### config.mk
export PLATFORM = sky130hd
export DESIGN_NAME = serial_sub_inverse_flat
export DESIGN_NICKNAME = d
export VERILOG_FILES = /design/src/rtl/serial_sub_inverse_if.sv /design/src/rtl/serial_sub_inverse.sv /design/src/flat_wrapper.sv
export SDC_FILE = /design/constraint.sdc
export NUM_CORES = 1
export LEC_CHECK = 0
export CORE_ASPECT_RATIO = 1.2
export CORE_UTILIZATION = 40
export DETAILED_ROUTE_END_ITERATION = 12
export GPL_TIMING_DRIVEN = 1
export REMOVE_ABC_BUFFERS = 1
export SKIP_LAST_GASP = 1
export SLEW_MARGIN = 20
export SYNTH_ARGS = -nofsm -noshare
export SYNTH_HDL_FRONTEND = slang
export SYNTH_SLANG_ARGS = --single-unit
export TNS_END_PERCENT = 100
### constraint.sdc
create_clock -name CLK -period 2.1 [get_ports CLK]
set_input_delay 0.42 -clock CLK [delete_from_list [all_inputs] [get_ports CLK]]
set_output_delay 0.42 -clock CLK [all_outputs]
set_load 0.01 [all_outputs]
### src/rtl/serial_sub_inverse_if.sv
// Operand/result handshake bundle for serial_sub_inverse.
// COUT exists only when SERIAL_SUB_INVERSE_COUT_EN is defined.
interface serial_sub_inverse_if #(
    parameter int unsigned WIDTH = 2
);
    logic             I_VALID;
    logic             I_READY;
    logic [WIDTH-1:0] D;
    logic [WIDTH-1:0] B;
    logic             O_VALID;
    logic             O_READY;
    logic [WIDTH-1:0] O;
`ifdef SERIAL_SUB_INVERSE_COUT_EN
    logic             COUT;
`endif

    modport master (
        output I_VALID, D, B, O_READY,
`ifdef SERIAL_SUB_INVERSE_COUT_EN
        input  COUT,
`endif
        input  I_READY, O_VALID, O
    );

    modport slave (
        input  I_VALID, D, B, O_READY,
`ifdef SERIAL_SUB_INVERSE_COUT_EN
        output COUT,
`endif
        output I_READY, O_VALID, O
    );
endinterface

### src/rtl/serial_sub_inverse.sv
// Bit-serial reconstructing adder: O = (D + B) mod 2^WIDTH, one bit per clock.
// Optional final carry output enabled by SERIAL_SUB_INVERSE_COUT_EN.
module serial_sub_inverse #(
    parameter int unsigned WIDTH = 2
) (
    input  logic                  CLK,
    input  logic                  RESETN,
    serial_sub_inverse_if.slave   bus
);
    localparam int unsigned CNT_W = $clog2(WIDTH + 1);

    typedef enum logic [1:0] {
        ST_IDLE,
        ST_SHIFT,
        ST_DONE
    } state_e;

    state_e           state_q, state_d;
    logic [WIDTH-1:0] d_q, d_d;
    logic [WIDTH-1:0] b_q, b_d;
    logic [WIDTH-1:0] res_q, res_d;
    logic [WIDTH-1:0] o_q, o_d;
    logic             c_q, c_d;
    logic [CNT_W-1:0] cnt_q, cnt_d;
    logic             i_ready_q, i_ready_d;
    logic             o_valid_q, o_valid_d;
    logic             sum_c;
    logic             carry_c;
`ifdef SERIAL_SUB_INVERSE_COUT_EN
    logic             cout_q, cout_d;
`endif

    // Single full-adder slice on the current LSBs
    always_comb begin
        sum_c   = d_q[0] ^ b_q[0] ^ c_q;
        carry_c = (d_q[0] & b_q[0]) | (c_q & (d_q[0] ^ b_q[0]));
    end

    always_comb begin
        state_d = state_q;
        d_d     = d_q;
        b_d     = b_q;
        res_d   = res_q;
        o_d     = o_q;
        c_d     = c_q;
        cnt_d   = cnt_q;
`ifdef SERIAL_SUB_INVERSE_COUT_EN
        cout_d  = cout_q;
`endif
        case (state_q)
            ST_IDLE: begin
                if (bus.I_VALID) begin
                    d_d     = bus.D;
                    b_d     = bus.B;
                    res_d   = '0;
                    c_d     = 1'b0;
                    cnt_d   = '0;
                    state_d = ST_SHIFT;
                end
            end
            ST_SHIFT: begin
                d_d   = d_q >> 1;
                b_d   = b_q >> 1;
                // Sum bits enter at the MSB so the last one lands LSB-aligned
                res_d = (res_q >> 1) | (WIDTH'(sum_c) << (WIDTH - 1));
                c_d   = carry_c;
                cnt_d = cnt_q + CNT_W'(1);
                if (cnt_q == CNT_W'(WIDTH - 1)) begin
                    o_d     = res_d;
`ifdef SERIAL_SUB_INVERSE_COUT_EN
                    cout_d  = carry_c;
`endif
                    state_d = ST_DONE;
                end
            end
            ST_DONE: begin
                if (bus.O_READY) begin
                    state_d = ST_IDLE;
                end
            end
            default: begin
                state_d = ST_IDLE;
            end
        endcase
        i_ready_d = (state_d == ST_IDLE);
        o_valid_d = (state_d == ST_DONE);
    end

    always_ff @(posedge CLK or negedge RESETN) begin
        if (!RESETN) begin
            state_q   <= ST_IDLE;
            d_q       <= '0;
            b_q       <= '0;
            res_q     <= '0;
            o_q       <= '0;
            c_q       <= 1'b0;
            cnt_q     <= '0;
            i_ready_q <= 1'b1;
            o_valid_q <= 1'b0;
`ifdef SERIAL_SUB_INVERSE_COUT_EN
            cout_q    <= 1'b0;
`endif
        end else begin
            state_q   <= state_d;
            d_q       <= d_d;
            b_q       <= b_d;
            res_q     <= res_d;
            o_q       <= o_d;
            c_q       <= c_d;
            cnt_q     <= cnt_d;
            i_ready_q <= i_ready_d;
            o_valid_q <= o_valid_d;
`ifdef SERIAL_SUB_INVERSE_COUT_EN
            cout_q    <= cout_d;
`endif
        end
    end

    assign bus.I_READY = i_ready_q;
    assign bus.O_VALID = o_valid_q;
    assign bus.O       = o_q;
`ifdef SERIAL_SUB_INVERSE_COUT_EN
    assign bus.COUT    = cout_q;
`endif

endmodule

### src/flat_wrapper.sv
// flat-port wrapper written by rule: the top's interface ports become plain ports
module serial_sub_inverse_flat 
#(
    parameter int unsigned WIDTH = 2
)
  (CLK, RESETN, bus_I_VALID, bus_D, bus_B, bus_O_READY, bus_I_READY, bus_O_VALID, bus_O);
  serial_sub_inverse_if #(.WIDTH(WIDTH)) bus_i ();
  input  logic CLK;
  input  logic RESETN;
  input wire logic [$bits(bus_i.I_VALID)-1:0] bus_I_VALID;
  input wire logic [$bits(bus_i.D)-1:0] bus_D;
  input wire logic [$bits(bus_i.B)-1:0] bus_B;
  input wire logic [$bits(bus_i.O_READY)-1:0] bus_O_READY;
  output wire logic [$bits(bus_i.I_READY)-1:0] bus_I_READY;
  output wire logic [$bits(bus_i.O_VALID)-1:0] bus_O_VALID;
  output wire logic [$bits(bus_i.O)-1:0] bus_O;
  assign bus_i.I_VALID = bus_I_VALID;
  assign bus_i.D = bus_D;
  assign bus_i.B = bus_B;
  assign bus_i.O_READY = bus_O_READY;
  assign bus_I_READY = bus_i.I_READY;
  assign bus_O_VALID = bus_i.O_VALID;
  assign bus_O = bus_i.O;
  serial_sub_inverse #(.WIDTH(WIDTH)) u_core (.CLK(CLK), .RESETN(RESETN), .bus(bus_i));
endmodule
==> results.cfg <==
[worst_setup_path]
path_delay_family = flip-flops
worstPathCellList = clkdlybuf4s50_1
setup.worst_path.start_class = flop
end_kind = output pin
critPathSlowestCell = dfstp_2
cp.required_ns = 1.68
criticalPathCategory = reg -> out
critPathMaxFanout = 1
arrival_ns = 1.32
cp_num_buf_inv = 1
crit_path_max_incr_delay_ns = 0.53

[placed_design]
finalWeightedCongestion = 0.7192
place_area_um2 = 749.5
portBuffers = 11
dpl.cell_count = 71
hpwl_um = 868.9

[synth]
yosysWarnings = 0
synth-edff-count = 0
synth_seq_cells = 14
synth.most_common_cell = dfrtp_1
async_flop_share_pct = 100.0
avgSynthCellArea_um2 = 14.01
synth_cell_types = 24
synth_area_leaders = dfrtp_1 52%, dfstp_2 4.2%, mux2_2 3.6%
synth_top_area_share_pct = 51.59
synth_area_leader_cell = dfrtp_1
synth_flop_cell = dfrtp_1
yosysSeqAreaShare_pct = 55.75
syn-instance-count = 45
synth_area_um2 = 630.6

[sta]
period_minus_slack_ns = 1.738
hold_viol = 0
period_share_pct = 82.78
max_slew_margin_pct = 59.33
timing.fmax_ghz = 0.5752
rsz0062_at_grt = false
tightest_slew_ns = 0.6081
fin_skew_ns = 0.005371
setup-tns-final_ns = 0
finalSetupViolCount = 0
finalMaxSlewViolations = 0

[detailed_routing]
via_count = 424
drc = 0
final_antenna_net_count = 0
wirelength_um = 1094
wl_per_cell_um = 14.59
drt_iter0_markers = 5
viasPerCell = 5.653
first_pass_iters = 4

[floorplanning]
fp.dieArea_um2 = 1740
dieHeight_um = 45.50
fp.dieW_um = 38.25
core_um2 = 1445
rows = 15
io_pins = 12
start_util_pct = 43.64

[clocking]
clkSinkCount = 14
ctsHoldBuffers = 0
clkTransAtPathRegs_ns = 0.08
clockBufferDepth = 2
numCtsBuffers = 3
clk_root_buffer_cell = clkbuf_4
cts-htree-levels = 1
insertion_delay_ns = 0.27
ctsResizeCount = 0
cts_tree = done
cts_setup_buffers = 0

[power]
p_leak_nw = 0.3555
power_frac_comb_pct = 40.6
clkPwrFrac_pct = 15.4
swShare_pct = 33.54
seqPwrFrac_pct = 44.0
vdd_ir_drop_max_mv = 0.6646
p_sw_mw = 0.4034
power.internal_mw = 0.7995
p_per_area_nw_per_um2 = 1531

[layout]
drive_gt1_share_pct = 18.97
antennaDiodeCount = 0
syn2layout_area_growth_pct = 24.60
final_util_pct = 54.37
final_cell_area_um2 = 785.8
finalNonFillerCells = 75
fin_nets = 69

[global_route]
grt_usage_pct = 16.70
grt_pass1_wl_um = 1904
antenna_found_initial = 0
grt_pass1_vias = 423
grt_max_degree = 15
grt-ovfl-total = 0

[outcome]
status = finished clean

[min_path]
hp-class = reg -> reg

[flow_run]
max_cap_violations = 0
worst paths after layout:
kind                               startpoint               to  slack (ns)  cells past startpoint
setup / recovery           u_core.bus.I_READY      bus_I_READY        0.36                      1
hold / removal                u_core.cnt_q[0]  u_core.cnt_q[0]        0.48                      1
setup reg to reg            u_core.state_q[0]    u_core.d_q[0]        0.76                      2
hold reg to reg               u_core.cnt_q[0]  u_core.cnt_q[0]        0.48                      1
max in group asynchronous              RESETN  u_core.res_q[1]        1.18                      1
min in group asynchronous              RESETN       u_core.c_q        0.52                      1
registers in the layout (all words and copies together), names as in the netlist:
register            flops
u_core.c_q              1
u_core.bus.O            2
u_core.bus.I_READY      1
u_core.d_q              2
u_core.cnt_q            2
u_core.bus.O_VALID      1
u_core.res_q            1
u_core.b_q              2
u_core.state_q          2
per-stage QoR:
| step | hold WS, ns | setup slack (ns) | total power [mW] |
|---|---|---|---|
| final | 0.4827 | 0.3616 | 1.203 |
| after global routing | 0.5196 | 0.3197 | 1.304 |
| after CTS | 0.4910 | 0.3486 | 1.221 |
| after detailed placement | 0.4803 | 0.3505 | 1.032 |
| after global placement | 0.4656 | 0.4278 | 0.9892 |
| after floorplan | 0.1244 | 0.8608 | 0.8388 |
cell usage in the layout (no fill, tap or decap):
cell type / instances
dfrtp_1: 13
clkdlybuf4s50_1: 11
clkbuf_4: 3
nand2b_1: 2
o21ai_0: 2
a22o_1: 2
mux2_2: 2
nor4bb_1: 2
nor3b_1: 2
a211o_1: 2
or4b_1: 2
o221a_2: 2
o21bai_1: 1
a21oi_1: 1
nand3b_4: 1
inv_1: 1
o21a_1: 1
nor2b_1: 1
o21ba_2: 1
mux2i_1: 1
o22ai_1: 1
fa_1: 1
ha_1: 1
clkbuf_8: 1
dfstp_2: 1
per-layer routing:
layer | GRT usage, % | vias up | part of all wire, %
met5 | 0 | - | 0
met4 | 8.571 | 0 | 0.55
met3 | 2.941 | 2 | 3.3
met2 | 28.81 | 13 | 53
met1 | 19.42 | 208 | 43
li1 | - | 201 | -
layout make-up:
class	instances	area (um^2)
inverters	1	3.754
flip-flops and latches	14	351.6
clock buffers	4	36.28
repair buffers	11	110.1
fillers	114	659.4
multi-input cells	28	262.8
well taps	17	21.27
cell families after synthesis:
kind of cell | synth area share (%)
AO/OA/AOI/OAI | 16.47
adder cells (fa/ha/maj) | 5.159
buffers and inverters | 2.578
flip-flops | 55.75
multiplexers | 5.159
AND/OR/NAND/NOR | 14.88
power by group through the flow:
stage	clock network (mW)	logic (mW)	registers (mW)
after global placement	0	0.464	0.526
final	0.185	0.489	0.529
after CTS	0.192	0.496	0.533
after global routing	0.207	0.544	0.552
after detailed placement	0	0.495	0.537
after floorplan	0	0.317	0.522
Note: power is estimated with default switching activity, not from simulation.
